==> config.mk <==
export PLATFORM = sky130hd
export DESIGN_NAME = tick_period_meter_flat
export DESIGN_NICKNAME = d
export VERILOG_FILES = /design/src/rtl/tick_meter_pkg.sv /design/src/rtl/tick_period_meter_if.sv /design/src/rtl/tick_edge_det.sv /design/src/rtl/tick_period_meter.sv /design/src/flat_wrapper.sv
export SDC_FILE = /design/constraint.sdc
export NUM_CORES = 1
export LEC_CHECK = 0
export CORE_MARGIN = 4
export CORE_UTILIZATION = 40
export CTS_CLUSTER_SIZE = 20
export DETAILED_ROUTE_END_ITERATION = 6
export GPL_ROUTABILITY_DRIVEN = 0
export HOLD_SLACK_MARGIN = 0.03
export SLEW_MARGIN = 30
export SYNTH_ARGS = -nofsm -noshare
export SYNTH_HDL_FRONTEND = slang
export SYNTH_SLANG_ARGS = --single-unit
==> constraint.sdc <==
create_clock -name CLK -period 2.75 [get_ports CLK]
set_input_delay 0.275 -clock CLK [delete_from_list [all_inputs] [get_ports CLK]]
set_output_delay 0.275 -clock CLK [all_outputs]
set_load 0.02 [all_outputs]
==> src/rtl/tick_meter_pkg.sv <==
// tick_meter_pkg: FSM state encoding and default constants for tick_period_meter
package tick_meter_pkg;
  typedef enum logic [1:0] {IDLE, ARM, MEASURE} state_t;
  localparam int DEF_WIDTH = 20;
  localparam int DEF_EXPECTED = 1000000;
  localparam int DEF_TOL = 2;
endpackage

==> src/rtl/tick_period_meter_if.sv <==
// tick_period_meter_if: measurement bus; master drives Enable/Tick_in and observes Period, Period_valid, Match, Timeout, Err_cnt
interface tick_period_meter_if
  import tick_meter_pkg::*;
#(
  parameter int WIDTH = DEF_WIDTH
);
  logic Enable;
  logic Tick_in;
  logic [WIDTH-1:0] Period;
  logic Period_valid;
  logic Match;
  logic Timeout;
  logic [7:0] Err_cnt;
  modport master(output Enable, Tick_in, input Period, Period_valid, Match, Timeout, Err_cnt);
  modport slave(input Enable, Tick_in, output Period, Period_valid, Match, Timeout, Err_cnt);
endinterface

==> src/rtl/tick_edge_det.sv <==
// tick_edge_det: rising-edge detector; ports CLK, Clr (sync active-high), In, Rise (combinational In & ~delayed In)
module tick_edge_det (
  input  logic CLK,
  input  logic Clr,
  input  logic In,
  output logic Rise
);
  logic tick_d;
  always_ff @(posedge CLK)
    tick_d <= Clr ? 1'b0 : In;
  assign Rise = In & ~tick_d;
endmodule

==> src/rtl/tick_period_meter.sv <==
// tick_period_meter: measures edge-to-edge tick period; ports CLK, Clr (sync active-high), bus (slave modport); macro TICK_METER_TOLERANCE_EN enables +/-TOL matching
module tick_period_meter
  import tick_meter_pkg::*;
#(
  parameter int WIDTH = DEF_WIDTH,
  parameter int EXPECTED = DEF_EXPECTED,
  parameter int TOL = DEF_TOL
) (
  input  logic CLK,
  input  logic Clr,
  tick_period_meter_if.slave bus
);
`ifdef TICK_METER_TOLERANCE_EN
  localparam logic [31:0] TOL_EFF = 32'(TOL);
`else
  localparam logic [31:0] TOL_EFF = 32'(TOL) & 32'h0;
`endif
  localparam logic [31:0] EXP32 = 32'(EXPECTED);
  localparam logic [WIDTH-1:0] CNT_MAX = '1;
  state_t state;
  logic [WIDTH-1:0] cnt;
  logic rise;
  logic hit;
  logic [31:0] cnt_ext, diff;
  logic [7:0] err_inc;
  tick_edge_det u_edge (.CLK(CLK), .Clr(Clr), .In(bus.Tick_in), .Rise(rise));
  always_comb begin
    cnt_ext = 32'(cnt);
    diff = cnt_ext > EXP32 ? cnt_ext - EXP32 : EXP32 - cnt_ext;
    hit = diff <= TOL_EFF;
    err_inc = bus.Err_cnt == 8'hFF ? bus.Err_cnt : bus.Err_cnt + 8'd1;
  end
  always_ff @(posedge CLK) begin
    if (Clr) begin
      state <= IDLE;
      cnt <= '0;
      bus.Period <= '0;
      bus.Period_valid <= 1'b0;
      bus.Match <= 1'b0;
      bus.Timeout <= 1'b0;
      bus.Err_cnt <= '0;
    end else begin
      bus.Period_valid <= 1'b0;
      bus.Timeout <= 1'b0;
      if (!bus.Enable) begin
        state <= IDLE;
        cnt <= '0;
      end else begin
        case (state)
          IDLE: begin
            cnt <= '0;
            state <= ARM;
          end
          ARM: if (rise) begin
            cnt <= WIDTH'(1);
            state <= MEASURE;
          end
          MEASURE: if (rise) begin
            bus.Period <= cnt;
            bus.Period_valid <= 1'b1;
            bus.Match <= hit;
            cnt <= WIDTH'(1);
            if (!hit) bus.Err_cnt <= err_inc;
          end else if (cnt == CNT_MAX) begin
            // saturated without an edge: abandon this period and wait for a fresh reference edge
            bus.Timeout <= 1'b1;
            bus.Err_cnt <= err_inc;
            cnt <= '0;
            state <= ARM;
          end else begin
            cnt <= cnt + WIDTH'(1);
          end
          default: state <= IDLE;
        endcase
      end
    end
  end
endmodule

==> src/flat_wrapper.sv <==
// flat-port wrapper written by rule: the top's interface ports become plain ports
module tick_period_meter_flat import tick_meter_pkg::*;
#(
  parameter int WIDTH = DEF_WIDTH,
  parameter int EXPECTED = DEF_EXPECTED,
  parameter int TOL = DEF_TOL
)
  (CLK, Clr, bus_Enable, bus_Tick_in, bus_Period, bus_Period_valid, bus_Match, bus_Timeout, bus_Err_cnt);
  tick_period_meter_if #(.WIDTH(WIDTH)) bus_i ();
  input  logic CLK;
  input  logic Clr;
  input wire logic [$bits(bus_i.Enable)-1:0] bus_Enable;
  input wire logic [$bits(bus_i.Tick_in)-1:0] bus_Tick_in;
  output wire logic [$bits(bus_i.Period)-1:0] bus_Period;
  output wire logic [$bits(bus_i.Period_valid)-1:0] bus_Period_valid;
  output wire logic [$bits(bus_i.Match)-1:0] bus_Match;
  output wire logic [$bits(bus_i.Timeout)-1:0] bus_Timeout;
  output wire logic [$bits(bus_i.Err_cnt)-1:0] bus_Err_cnt;
  assign bus_i.Enable = bus_Enable;
  assign bus_i.Tick_in = bus_Tick_in;
  assign bus_Period = bus_i.Period;
  assign bus_Period_valid = bus_i.Period_valid;
  assign bus_Match = bus_i.Match;
  assign bus_Timeout = bus_i.Timeout;
  assign bus_Err_cnt = bus_i.Err_cnt;
  tick_period_meter #(.WIDTH(WIDTH), .EXPECTED(EXPECTED), .TOL(TOL)) u_core (.CLK(CLK), .Clr(Clr), .bus(bus_i));
endmodule
* Yosys cells after proc, flatten, opt, wreduce, memory -nomap -nowiden
Cells that the tools add are included.
** Cells by class
- Equal/unequal tests :: 8
- Shifts and indexed selects :: 0
- Bitwise gates (word level) :: 4
- Reductions and logical operators :: 10
- Div/mod/pow operators :: 0
- Multiply operators :: 0
- $add $sub $neg :: 4
- Mux-type cells :: 15
- $lt $le $gt $ge :: 2
** Operator list (number)
- two-way mux 20 bit :: 3
- case mux 20 bit (3 select lines) :: 1
- less-or-equal comparator 32 x 1 -> 1 bit, second input constant :: 1
- two-way mux 32 bit :: 1
- two-way mux 8 bit :: 4
- subtractor 20 x 20 -> 21 bit, first input constant :: 1
- subtractor 20 x 20 -> 21 bit, second input constant :: 1
- adder 20 x 1 -> 20 bit, second input constant :: 1
- equality test 20 bit, second input constant :: 1
- greater-than comparator 20 bit, second input constant :: 1
- adder 8 x 1 -> 8 bit, second input constant :: 1
- equality test 8 bit, second input constant :: 1
- two-way mux 2 bit :: 3
- case mux 2 bit (3 select lines) :: 1
- AND reduction 3 bit :: 2
- inequality test 2 x 1 -> 1 bit, second input constant :: 2
- inequality test 2 bit, second input constant :: 2
- AND reduction 4 bit :: 1
- OR reduction 4 bit :: 1
- NOT 1 bit :: 3
- nonzero test 3 bit :: 1
- OR reduction 3 bit :: 1
- equality test 2 x 1 -> 1 bit, second input constant :: 1
- equality test 2 bit, second input constant :: 1
- other kinds (6) :: 7
** Word-level totals
- Bits in read-only memories :: 0
- Memory bits (writable) :: 0
- Bits in registers :: 54
- Output and inout port bits :: 31
- Bits in latches :: 0
- Memories kept :: 0
- Input bits :: 4

* Depth between registers and ports, before layout
Gate-level depths: netlist (run 1).
- Depth in word-level cells :: 5
- Gate-level depth with buffers :: 11

* Cells and area by module
From an unflattened synthesis (run 1), not the netlist that was laid out.
** Second synthesis, totals
- Cell total of the unflattened synthesis :: 392
- Area total of the unflattened synthesis :: 3076.7 sq um
** By module, submodules not included
- tick_period_meter :: times used 1, cells an instance 389, area an instance 3029.2 sq um, sequential area each 1061.0 sq um
- tick_edge_det :: times used 1, cells an instance 3, area an instance 47.5 sq um, sequential area each 20.0 sq um

* Worst setup path after synthesis (run 1)
OpenSTA, ideal clock, no wires.
- Path type :: reg-to-reg
- Start point :: register u_core.cnt[6]
- End point :: register u_core.bus.Err_cnt[2]
- Path slack :: 0.101 ns
- Arrival time :: 2.526 ns
- Period minus slack after synthesis :: 2.649 ns
- Buffers on the path :: 0
- Data required time :: 2.627 ns
- Stages on the path, launching flop included :: 11
- Setup time :: 0.123 ns
- Cell sequence :: dfxtp_1 > inv_1 > ha_1 > or4_1 > o22ai_1 > a21oi_1 > o31a_1 > a21oi_1 > nor4b_4 > nor3b_1 > mux2_1
** Between the ends
- Word-level cells in the longest chain between the ends :: 5
- Elaborated cells on any way between the ends :: 9
- Classes of those cells :: add/sub: 2; order compare: 2; eq/ne: 2; mux: 1; reduce/logical: 2
** Ends and longest elaborated chain
- start: declaration :: line tick_period_meter.sv:21 : logic [WIDTH-1:0] cnt;
- start signal: assignment :: line tick_period_meter.sv:71 : cnt <= cnt + WIDTH'(1);
- subtractor 20 x 20 -> 21 bit / greater-than comparator 20 bit (equally long branches) :: line tick_period_meter.sv:29 : diff = cnt_ext > EXP32 ? cnt_ext - EXP32 : EXP32 - cnt_ext;
- two-way mux 32 bit :: line tick_period_meter.sv:29
- less-or-equal comparator 32 x 1 -> 1 bit :: line tick_period_meter.sv:30 : hit = diff <= TOL_EFF;
- inequality test 2 bit (no source line)
- AND reduction 4 bit (no source line) (*)
- end signal: assignment :: line tick_period_meter.sv:63 : if (!hit) bus.Err_cnt <= err_inc;
- end signal: assignment :: line tick_period_meter.sv:67 : bus.Err_cnt <= err_inc;
- end: declaration :: line tick_period_meter_if.sv:15 : modport slave(input Enable, Tick_in, output Period, Period_valid, Match, Timeout, Err_cnt);
Every way passes the cells marked *; elsewhere a longest branch is shown, timed or not.
A chain may end at the register's enable or synchronous reset.

* Worst setup path after layout (run 1)
- Start point :: register u_core.cnt[2]
- End point :: register u_core.bus.Err_cnt[2]
Same word-level chain as after synthesis.

==> results.yml, run 1 <==
floorplanning:
  start_util_pct: 41.88
  num_io_pins: 35
  dieArea_mm2: 0.009186
  rows: 31
  core_region_area_mm2: 0.007370
  floorplan.die.height_um: 95.85
  die_w_um: 95.85
sta:
  peak_clock_frequency_supported_by_timing_mhz: 382.5
  fin_skew_ns: 0.01110
  post-route-min-period_ns: 2.614
  worst-slew-pin-transition_ns: 0.6467
  post-route-period-util_pct: 95.07
  rsz0062_at_grt: "no"
  setup_viol: 0
  postLayoutSetupSlackWorst_ns: 0.1356
  fin_setup_tns_ns: 0
  relSlewSlack_pct: 56.55
  finalMaxSlewViolations: 0
  report.final.hold_viol_count: 0
worst_setup_path:
  critPathArrivalTime_ns: 2.83
  timing.critical_path.cells: "or4_4, o31ai_2, a21oi_2, a311oi_2, o22ai_2, nor4b_4, buf_4, nor3b_1, mux2_1"
  timing.critical_path.fanout_max: 9
  critical-path-max-stage-delay_ns: 0.57
  worstSetupStartpointType: "register"
  critPathSlowestCell: "or4_4"
  critical_path_class: "reg2reg"
  worstPathRequired_ns: 2.96
  timing.critical_path.to_type: "register"
clock_tree:
  clock_latency_ns: 0.32
  clock_tree_from_tritoncts: "done"
  cts.sinks: 54
  worst_setup_hold_path_clk_slew_ns: 0.11
  cts.root.buffer_cell: "clkbuf_8"
  htree_num_levels: 2
  cts.hold.buffers_added: 0
  cts_setup_buffers: 0
  max-clock-path-buffers: 2
  numCtsBuffers: 5
yosys:
  synth_top_cell_area_share_pct: 35.02
  post_synth_edffs: 0
  synth.top_cells.by_count: "nand2_1 (59), dfxtp_1 (54), nor2_1 (43)"
  synthesis.area_mm2: 0.003087
  netlist_top_cells_area: "dfxtp_1 (35%), nand2_1 (7.2%), a21oi_1 (6.2%)"
  synth.yosys.warnings: 0
  synth.most_common_cell: "nand2_1"
  post_synth.cell_area_avg_um2: 7.622
  cell_taking_the_most_area_after_synthesis: "dfxtp_1"
  synth.lib_cells_used.distinct: 56
  netlist_instances: 405
  ys_seq_area_share_pct: 35.02
  synth_top_flop_cell: "dfxtp_1"
  synth_seq_cells: 54
  postSynth.asyncResetShare_pct: 0
  syn-num-nets: 420
route:
  via_density: 5.475
  wl_final_um: 8058
  drtAntennaViolNets: 0
  route.vias.total: 3033
  drt_first_pass_iters: 5
  remaining_drc_errors: 0
  avgRoutedWirePerCell_um: 14.55
  drt-initial-drc-count: 207
pwr:
  leakage_dissipation_uw: 0.001414
  ir_drop_mv: 0.1853
  comb_power_share_pct: 3.9
  design_power_total_uw: 1401
  clockPowerShare_pct: 40.0
  netSwitchingFraction_pct: 22.87
  p_per_area_mw_per_mm2: 359.0
  power.sequential.fraction_pct: 56.1
  int_pwr_uw: 1081
  net-switching-power_uw: 320.5
grt:
  grt_antenna_before_repair: 0
  grt.met1_usage_pct: 26.09
  grtUsageTotal_pct: 18.51
  largest_net_degree_at_the_start_of_global_routing: 39
  first_global_vias: 2912
  global_route.usage.met3_pct: 2.737
  grt_util_met2_pct: 29.70
  global_route_wire_length_before_repair_um: 13710
  globalRoute.totalOverflow: 0
  grt_busiest_layer: "met2"
worst_hold_path:
  min-delay-path-class: "reg2reg"
finish:
  num_antenna_cells: 0
  area.sequential_mm2: 0.001084
  footprint_of_the_multi_input_gates_mm2: 0.001887
  area_growth_pct: 26.47
  layout.nets: 469
  layout-drive-gt1-share_pct: 15.60
  fillerInstances: 725
flow_run:
  drv.max_cap_violation_count: 0
outcome:
  status: "completed"
placement:
  detailedPlace.worstSlack_ns: -0.02103
  place.port_buffers: 34
  detailedPlacementHpwl_um: 5958
-- metal layers --
layer | part of all wire (%) | vias up | routed length (um)
met1 | 48 | 1436 | 3888
met4 | 1.3 | 0 | 104
li1 | - | 1502 | -
met2 | 47 | 80 | 3753
met3 | 3.9 | 15 | 311
met5 | 0 | - | 0
-- kinds of logic after synthesis --
| logic type | count (synthesis) | synth area share [%] |
|---|---|---|
| buf+inv | 44 | 5.918 |
| mux | 7 | 2.473 |
| simple gates | 191 | 30.81 |
| fa+ha+maj | 11 | 4.459 |
| xor+xnor | 18 | 5.107 |
| flops | 54 | 35.02 |
| compound gates | 80 | 16.21 |
-- sequential cells by signal, summed over array words and instances, names as in the netlist --
name and cells:
u_core.bus.Period 20, u_core.bus.Timeout 1, u_core.bus.Period_valid 1, u_core.cnt 20
u_core.bus.Err_cnt 8, u_core.state 2, u_core.bus.Match 1, u_core.u_edge.tick_d 1
-- path summary, 6_finish.rpt --
| kind | start | to | slack, ns | cells past startpoint |
|---|---|---|---|---|
| max | u_core.cnt[2] | u_core.bus.Err_cnt[2] | 0.14 | 9 |
| min | u_core.bus.Period[14] | u_core.bus.Period[14] | 0.46 | 2 |
| max reg2reg | u_core.cnt[2] | u_core.bus.Err_cnt[2] | 0.14 | 9 |
| min reg2reg | u_core.bus.Period[14] | u_core.bus.Period[14] | 0.46 | 2 |
-- placed cells by master, fill, tap and decap left out, types with 11 or more instances in the layout --
cell / n
xor2_1: 12
a21oi_1: 36
ha_1: 11
o21ai_0: 11
dfxtp_1: 52
nand2_1: 59
nand3_1: 19
nor2_1: 43
buf_4: 42
nand2b_1: 11
clkdlybuf4s50_1: 34
-- repair_timing --
item / in CTS / in global routing
setup endpoints to repair: 3 / 6
cloned: 0 / 0
resized for setup: 1 / 12
pin swaps: 0 / 0
-- final cells by class --
type / count / area share, %
Timing Repair Buffer: 76 / 16.79
Clock buffer: 5 / 1.763
Inverter: 10 / 0.9615
Tap cell: 99 / 3.173
Multi-Input combinational cell: 307 / 48.33
Clock inverter: 3 / 1.218
Sequential cell: 54 / 27.76
-- worst max-delay path: cells and delay by family (launching register included) --
family,cells,cell delay (ns)
AO/OA/AOI/OAI,4,0.84
buffers and inverters,1,0.20
flip-flops,1,0.32
multiplexers,1,0.30
AND/OR/NAND/NOR,3,0.86
-- metrics by stage --
step	hold slack, ns	cell area [um2]	cells	util, %
finish	0.4606	3904	554	52.97
global route	0.4852	3904	554	52.97
CTS	0.4626	3844	554	52.16
detailed placement	0.4467	3721	546	50.49
global placement	0.4455	3721	546	50.49
floorplan	0.4032	3087	405	-
-- power by group through the flow --
stage | combinational [uW] | clock, uW | sequential, uW
floorplan | 34.2 | 0 | 803
global placement | 54.0 | 0 | 803
detailed placement | 54.6 | 0 | 804
CTS | 54.9 | 575 | 786
global route | 61.3 | 601 | 786
finish | 55.0 | 561 | 786
Power figures use the tool's default switching activity.
==> run 2: changes to the inputs <==
- PLACE_DENSITY_LB_ADDON: unset -> 0.08
==> run 2 against run 1 <==
Cell count up 1.4%; combinational power up 6.4%; non-clock buffer count grew 8; critical endpoint is now u_core.bus.Err_cnt[7]; clock skew is 0.0031 ns lower; global-route usage rose by 0.11 points; design area increased by 2.5%; first-iteration DRC count down 20%; routed wire length rose by 1.9%; critical path type unchanged; worst setup slack lost 0.050 ns.
==> results.yml, run 2 (same netlist as run 1, synthesis figures left out) <==
floorplanning:
  floorplan.die.height_um: 95.85
  die_w_um: 95.85
  num_io_pins: 35
  start_util_pct: 41.88
  rows: 31
  core_region_area_mm2: 0.007370
  dieArea_mm2: 0.009186
sta:
  peak_clock_frequency_supported_by_timing_mhz: 375.3
  worst-slew-pin-transition_ns: 0.5171
  post-route-min-period_ns: 2.665
  finalMaxSlewViolations: 0
  relSlewSlack_pct: 65.21
  worst_hold_slack_ns: 0.4599
  fin_skew_ns: 0.008010
  setup_viol: 0
  report.final.hold_viol_count: 0
  post-route-period-util_pct: 96.89
clock_tree:
  clock_tree_from_tritoncts: "done"
  numCtsBuffers: 5
  clock_latency_ns: 0.31
  worst_setup_hold_path_clk_slew_ns: 0.11
  max-clock-path-buffers: 2
  cts.root.buffer_cell: "clkbuf_8"
  htree_num_levels: 2
  cts.sinks: 54
  cts.hold.buffers_added: 0
route:
  wl_final_um: 8210
  avgRoutedWirePerCell_um: 14.61
  via_density: 5.297
  route.vias.total: 2977
  remaining_drc_errors: 0
  drt_first_pass_iters: 5
  drt-initial-drc-count: 166
  drtAntennaViolNets: 0
placement:
  detailedPlacementHpwl_um: 6112
  post-place-cells: 549
  place.port_buffers: 34
worst_setup_path:
  timing.critical_path.cells: "buf_4, nand3_1, nor4_2, buf_4, a31oi_1, or3_1, or3_1, or3_1, a21oi_1"
  critical-path-max-stage-delay_ns: 0.45
  critPathArrivalTime_ns: 2.91
  timing.critical_path.fanout_max: 12
  critPathSlowestCell: "or3_1"
  timing.critical_path.to_type: "register"
  critical-path-top-delay-family: "simple AND/OR/NAND/NOR gates"
  cp_num_buf_inv: 2
  critical_path.most_common_cell: "or3_1"
  worstPathRequired_ns: 3.00
  worstSetupStartpointType: "register"
  critical_path_class: "reg2reg"
finish:
  utilization_pct: 54.28
  footprint_of_the_multi_input_gates_mm2: 0.001903
  area_growth_pct: 29.59
  layout.nets: 477
  layout-drive-gt1-share_pct: 17.71
  fillerInstances: 709
  area.sequential_mm2: 0.001086
  largestRegisters: "u_core.bus.Period x20, u_core.cnt x20, u_core.bus.Err_cnt x8"
  layout_commonest_cell: "nand2_1"
  layout.cells.non_filler: 562
  layout.cells.most_common_list: "nand2_1 (59), dfxtp_1 (50), buf_4 (48)"
  num_antenna_cells: 0
pwr:
  ir_drop_mv: 0.2577
  leakage_dissipation_uw: 0.001461
  p_per_area_mw_per_mm2: 352.0
  design_power_total_uw: 1408
worst_hold_path:
  min-delay-path-class: "reg2reg"
grt:
  grt_antenna_before_repair: 0
  first_global_vias: 2810
  global_route_wire_length_before_repair_um: 13590
  globalRoute.totalOverflow: 0
  largest_net_degree_at_the_start_of_global_routing: 39
  grtUsageTotal_pct: 18.62
outcome:
  status: "completed"
flow_run:
  drv.max_cap_violation_count: 0
run 2: changes by cell type in the layout (fill, tap and decap cells not counted), sizes merged:
cell      change
buf           +8
clkinv        -1
clkinvlp      +1
run 2: metal layers:
| metal | track usage (%) | part of all wire (%) | vias to the layer above |
|---|---|---|---|
| li1 | - | - | 1510 |
| met1 | 24.80 | 46 | 1388 |
| met2 | 31.27 | 48 | 67 |
| met3 | 2.815 | 4.2 | 12 |
| met4 | 5.095 | 1.0 | 0 |
| met5 | 0 | 0 | - |
run 2: metrics by stage:
step	area (um2)	setup WS, ns	setup TNS, ns
floorplan	3087	0.1009	0
finish	4000	0.08542	0
global route	4000	-0.001622	-0.001622
global placement	3756	-0.02736	-0.05112
detailed placement	3756	-0.07771	-0.2828
CTS	3913	0.002472	0
run 2: cell type report:
class | instances | area share, %
Clock buffer | 5 | 1.720
Clock inverter | 3 | 1.220
Inverter | 10 | 0.9384
Multi-Input combinational cell | 307 | 47.58
Sequential cell | 54 | 27.15
Tap cell | 99 | 3.097
Timing Repair Buffer | 84 | 18.30
run 2: final timing paths:
path | to | depth (start not counted) | from | slack [ns]
max | u_core.bus.Err_cnt[7] | 9 | u_core.cnt[11] | 0.09
min | u_core.bus.Period[18] | 2 | u_core.bus.Period[18] | 0.46
max reg2reg | u_core.bus.Err_cnt[7] | 9 | u_core.cnt[11] | 0.09
min reg2reg | u_core.bus.Period[18] | 2 | u_core.bus.Period[18] | 0.46
run 2: what timing repair did:
action	4_1_cts	5_1_grt
endpoints found under the setup margin	6	7
resized for setup	6	12
pin swaps	1	4
buffers inserted	1	4
run 2: power breakdown:
group | internal, uW | switching (uW) | leakage (uW) | total, uW
combinational | 22.7 | 35.9 | 0.000967 | 58.5
sequential | 784 | 1.83 | 0.000437 | 785
clock | 278 | 286 | 0.0000563 | 564
total | 1080 | 324 | 0.00146 | 1410
run 2: tightest hold or removal path, cell delays in order (launching register included):
cell and delay [ns]:
dfxtp_1 0.32, nand2_1 0.05, a21oi_1 0.05
==> RTL edit 1 (flow settings as in run 2) <==
Change the package constant `DEF_WIDTH` from 20 to 10.
--- a/src/rtl/tick_meter_pkg.sv
+++ b/src/rtl/tick_meter_pkg.sv
@@ -3,3 +3,3 @@
   typedef enum logic [1:0] {IDLE, ARM, MEASURE} state_t;
-  localparam int DEF_WIDTH = 20;
+  localparam int DEF_WIDTH = 10;
   localparam int DEF_EXPECTED = 1000000;
Ports: changed (resized bus_Period); port bits go from 35 to 25. No check against the original RTL was run, so the function may have changed too.
==> RTL edit 1 against run 2 <==
  * Highest routed layer unchanged
  * Wire length down 59%
  * Total power down 34%
  * Clock skew down 0.0020 ns
  * Synthesized area down 51%
  * Sequential cell count down 21
  * Critical path depth down 3
  * Design area down 53%
  * Clock power down 29%
  * Worst setup slack better by 0.38 ns
==> RTL edit 1: results (changes against run 2) <==
The flow ran to the end, and the final reports show no timing, DRC or antenna violations. The source-to-sink clock delay at the later pin of the worst-skew pair was 0.28 ns (was 0.31 ns). The count of unique library cells instantiated by Yosys is 36 (was 56). For the count of instances resized after the clock tree is built, the log shows 0 (was 6). Internal power contribution: 720 uW (was 1.08 mW). The tools report the hold path startpoint as u_core.bus.Period[3]$_SDFFE_PP0P_ (was u_core.bus.Period[18]$_SDFFE_PP0P_). The tools report the proportion of power drawn by combinational gates as 0.044 (was 0.042). The worst setup path startpoint was u_core.cnt[0]$_SDFFE_PP0P_ (was u_core.cnt[11]$_SDFFE_PP0P_). Pin count of the biggest net entering global routing: 20 (was 39). The first-pass GRT wire length is 5820 um (was 13600 um), and the number of input and output port buffers inserted is 23 (was 34).

The register clock-pin slew on the reported worst setup and hold paths was 0.07 ns (was 0.11 ns). The run gives 254 uV (was 258 uV) as the worst ir drop on vdd. The post-detailed-route via-to-cell ratio works out to 5.26 (was 5.30). The setup slack at placement was 0.502 ns (was -0.0777 ns); the number of nets in the layout was 217 (was 477). Synth top cells by count: sky130_fd_sc_hd__dfxtp_1, sky130_fd_sc_hd__nand2_1, sky130_fd_sc_hd__a21oi_1, sky130_fd_sc_hd__nor2_1, sky130_fd_sc_hd__nand3_1 (was sky130_fd_sc_hd__nand2_1, sky130_fd_sc_hd__dfxtp_1, sky130_fd_sc_hd__nor2_1, sky130_fd_sc_hd__a21oi_1, sky130_fd_sc_hd__clkbuf_1).

The worst path arrival time is 2.50 ns (was 2.91 ns). The met1 track utilization from global routing was 0.192 (was 0.248). The tools report the number of filler instances in the final layout as 351 (was 709).

The met2 routing resource usage after global routing was 0.227 (was 0.313). The number of iterations in the first detailed-routing pass is 4 (was 5), and the routed wire length per instance is 13.2 um (was 14.6 um). Registers with the most flip-flops: u_core.bus.Period (10), u_core.cnt (10), u_core.bus.Err_cnt (8) (was u_core.bus.Period (20), u_core.cnt (20), u_core.bus.Err_cnt (8)). The capture point of the worst reg-to-reg path was u_core.bus.Err_cnt[5]$_SDFFE_PP0P_ (was u_core.bus.Err_cnt[7]$_SDFFE_PP0P_).

The sequential-cell power consumption is 482 uW (was 785 uW), and the number of nets produced by synthesis is 193 (was 420). Total half-perimeter wirelength after legalization and detailed placement: 2430 um (was 6110 um). The number of cells traversed by the worst register-to-register path came out at 6 (was 9).
## RTL edit 1: cell types whose count changed after synthesis, sizes merged, moves of 7 or more
cell	change
clkbuf	-18
nor2	-29
nor4	-8
nand2b	-9
xor2	-7
nor3	-7
a21oi	-19
nand2	-28
dfxtp	-21
buf	-9
## RTL edit 1: final cells by class
cell class                 instances  area (um2)  area share
clock buffer                       7        96.3      0.0510
clock inverter                     1        5.00     0.00265
inverter                           4        15.0     0.00795
multi-input combinational        139         813       0.431
sequential                        33         661       0.350
tap                               48        60.1      0.0318
timing repair buffer              24         238       0.126
## RTL edit 1: metrics by stage
stage / power [mW] / instances / util / hold WS [ns]
CTS: 0.931 / 256 / 0.516 / 0.455
global route: 0.956 / 256 / 0.516 / 0.472
finish: 0.924 / 256 / 0.516 / 0.452
detailed placement: 0.532 / 248 / 0.488 / 0.445
global placement: 0.531 / 248 / 0.488 / 0.444
floorplan: 0.520 / 183 / - / 0.403
## RTL edit 1: kinds of logic (layout without fill, tap and decap cells)
kind of cell / after synthesis / in the layout / synth area share
other: 1 / 1 / 0.00246
multiplexers: 1 / 1 / 0.00656
XOR/XNOR: 10 / 10 / 0.0574
buffers and inverters: 11 / 36 / 0.0344
AND/OR/NAND/NOR: 82 / 82 / 0.256
flip-flops: 33 / 33 / 0.433
AO/OA/AOI/OAI: 39 / 39 / 0.161
adder cells (fa/ha/maj): 6 / 6 / 0.0492
## RTL edit 1: routing by layer
metal  wire, um  up-vias
li1           -      683
met1       1650      629
met2       1560       31
met3        135        4
met4         31        0
met5          0        -
==> RTL edit 2 (config.mk and constraints of run 2) <==
Without the edit above. Add an input register stage for `Clr`, without a reset; this delays it by one clock. The other inputs are not delayed to match. Comments in the files are not updated.
--- a/src/rtl/tick_period_meter.sv
+++ b/src/rtl/tick_period_meter.sv
@@ -19,2 +19,9 @@
   localparam logic [WIDTH-1:0] CNT_MAX = '1;
+
+  logic Clr_q;
+
+  always_ff @(posedge CLK) begin
+    Clr_q <= Clr;
+  end
+
   state_t state;
@@ -25,3 +32,3 @@
   logic [7:0] err_inc;
-  tick_edge_det u_edge (.CLK(CLK), .Clr(Clr), .In(bus.Tick_in), .Rise(rise));
+  tick_edge_det u_edge (.CLK(CLK), .Clr(Clr_q), .In(bus.Tick_in), .Rise(rise));
   always_comb begin
@@ -33,3 +40,3 @@
   always_ff @(posedge CLK) begin
-    if (Clr) begin
+    if (Clr_q) begin
       state <= IDLE;
Behaviour: not the same (a bounded check fails within 10 cycles, from zero or initial values).
==> RTL edit 2 against run 2 <==
  * Synthesized area rose by 0.36%
  * Wire length rose by 2.9%
  * Worst hold slack got worse by 0.074 ns
  * Critical path depth fell by 1
  * Non-clock buffer count fell by 17
  * Worst setup slack improved by 0.043 ns
  * Sequential cell count rose by 1
  * Total power rose by 6.9%
  * Die area rose by 0.33%
  * Sequential power rose by 2%
  * Clock power rose by 15%
  * Design area fell by 3.1%
  * Cell count fell by 3.6%
  * Global-route usage rose by 0.15 points
  * Critical path type unchanged
  * Largest cell class unchanged
  * Highest routed layer unchanged
==> RTL edit 2: results (changes against run 2) <==
The logs give 394 (was 405) for the instance count of the mapped netlist and 2897 (was 2810) for the number of global-route vias before repair. The logs give 0.188 (was 0.186) for the global-route total usage across every layer and 4040 um (was 3970 um) for the sum of met2 wire segment lengths after detailed routing. The flow ran to the end, and the final reports show no timing, DRC or antenna violations.

For the length of routed wiring on met1, the log shows 3780 um (was 3810 um). Launching point of the worst reg2reg path: u_core.cnt[8]$_SDFFE_PP0P_ (was u_core.cnt[11]$_SDFFE_PP0P_). The maximum net fanout on the critical path was 9 (was 12). The cell with the largest stage delay on the worst path is sky130_fd_sc_hd__dfxtp_1 (was sky130_fd_sc_hd__or3_1). For the setup slack of the critical path after layout, the log shows 0.129 ns (was 0.0854 ns). The number of nets produced by synthesis was 409 (was 420). Count of unique library cells instantiated by Yosys: 58 (was 56). Synth top cells by count: sky130_fd_sc_hd__nand2_1, sky130_fd_sc_hd__dfxtp_1, sky130_fd_sc_hd__a21oi_1, sky130_fd_sc_hd__nor2_1, sky130_fd_sc_hd__nand3_1 (was sky130_fd_sc_hd__nand2_1, sky130_fd_sc_hd__dfxtp_1, sky130_fd_sc_hd__nor2_1, sky130_fd_sc_hd__a21oi_1, sky130_fd_sc_hd__clkbuf_1). The logs give 6060 um (was 6110 um) for the total half-perimeter wirelength after legalization and detailed placement and 0.637 (was 0.652) for the max-slew headroom at the worst pin.

The logs give 531 (was 549) for the number of placed instances with taps included and 741 (was 709) for the number of filler instances in the final layout. The switching power share of the total was 0.215 (was 0.230); the worst path arrival time was 2.89 ns (was 2.91 ns). Share of synthesized area occupied by flip-flops and latches: 0.355 (was 0.350). The first-pass GRT wire length came out at 13700 um (was 13600 um). The logs give 0.00756 ns (was 0.00801 ns) for the worst-case clock skew and 395 um (was 347 um) for the detailed route wirelength on metal3. The pin count of the biggest net entering global routing is 33 (was 39), and the routed wire length is 8450 um (was 8210 um). The cell class contributing the biggest share of worst-path delay was compound AO/OA/AOI/OAI gates (was simple AND/OR/NAND/NOR gates). The number of cells traversed by the worst register-to-register path is 8 (was 9).
## RTL edit 2: kinds of logic after synthesis
family	after synthesis	synth area share
compound gates	88	0.195
xor+xnor	17	0.0481
fa+ha+maj	11	0.0444
buf+inv	41	0.0561
flops	55	0.355
mux	4	0.0133
simple gates	178	0.288
## RTL edit 2: cell type report
class / instances / area share
clock buffer: 5 / 0.0178
clock inverter: 3 / 0.0174
inverter: 14 / 0.0136
multi-input combinational: 299 / 0.478
sequential: 55 / 0.286
tap: 99 / 0.0320
timing repair buffer: 67 / 0.155
## RTL edit 2: worst min-delay path by stage
stage | startpoint | end | slack (ns) | depth (start not counted)
floorplan | Clr | u_core.Clr_q$_DFF_P_ | 0.30 | 0
global placement | u_core.bus.Period[16]$_SDFFE_PP0P_ | u_core.bus.Period[16]$_SDFFE_PP0P_ | 0.44 | 2
detailed placement | u_core.bus.Period[16]$_SDFFE_PP0P_ | u_core.bus.Period[16]$_SDFFE_PP0P_ | 0.45 | 2
CTS | Clr | u_core.Clr_q$_DFF_P_ | 0.38 | 1
global route | Clr | u_core.Clr_q$_DFF_P_ | 0.39 | 1
finish | Clr | u_core.Clr_q$_DFF_P_ | 0.39 | 1
## RTL edit 2: worst register-to-register path, cell delays in order, from the launching register on
cell and delay, ns:
sky130_fd_sc_hd__dfxtp_1 0.55, sky130_fd_sc_hd__inv_2 0.12, sky130_fd_sc_hd__a41o_4 0.29, sky130_fd_sc_hd__and4b_4 0.22, sky130_fd_sc_hd__a2111oi_4 0.33, sky130_fd_sc_hd__o32ai_2 0.18, sky130_fd_sc_hd__a31o_2 0.32, sky130_fd_sc_hd__or4_1 0.42
sky130_fd_sc_hd__a21oi_2 0.14
## RTL edit 2: power groups by stage
stage / Clock (mW) / Sequential, mW / Combinational [mW]
2_1_floorplan: 0 / 0.819 / 0.0301
3_3_place_gp: 0 / 0.819 / 0.0524
6_report: 0.651 / 0.801 / 0.0539
4_1_cts: 0.658 / 0.801 / 0.0531
3_5_place_dp: 0 / 0.819 / 0.0528
5_1_grt: 0.676 / 0.802 / 0.0592
## RTL edit 2: stage by stage
stage          cell area, um2  power (mW)  hold WS, ns
2_1_floorplan            3100       0.850        0.303
3_3_place_gp             3690       0.871        0.444
3_5_place_dp             3690       0.872        0.447
4_1_cts                  3820        1.51        0.383
5_1_grt                  3880        1.54        0.394
6_report                 3880        1.51        0.386
## RTL edit 2: timing repair
action | CTS | global route
endpoints found under the setup margin | 0 | 8
buffers inserted | 0 | 2
resized for setup | 0 | 11
## RTL edit 2: layer usage
layer,up-vias,track usage
met5,-,0
li1,1492,-
met2,66,0.304
met3,17,0.0367
met4,0,0.0794
met1,1398,0.242
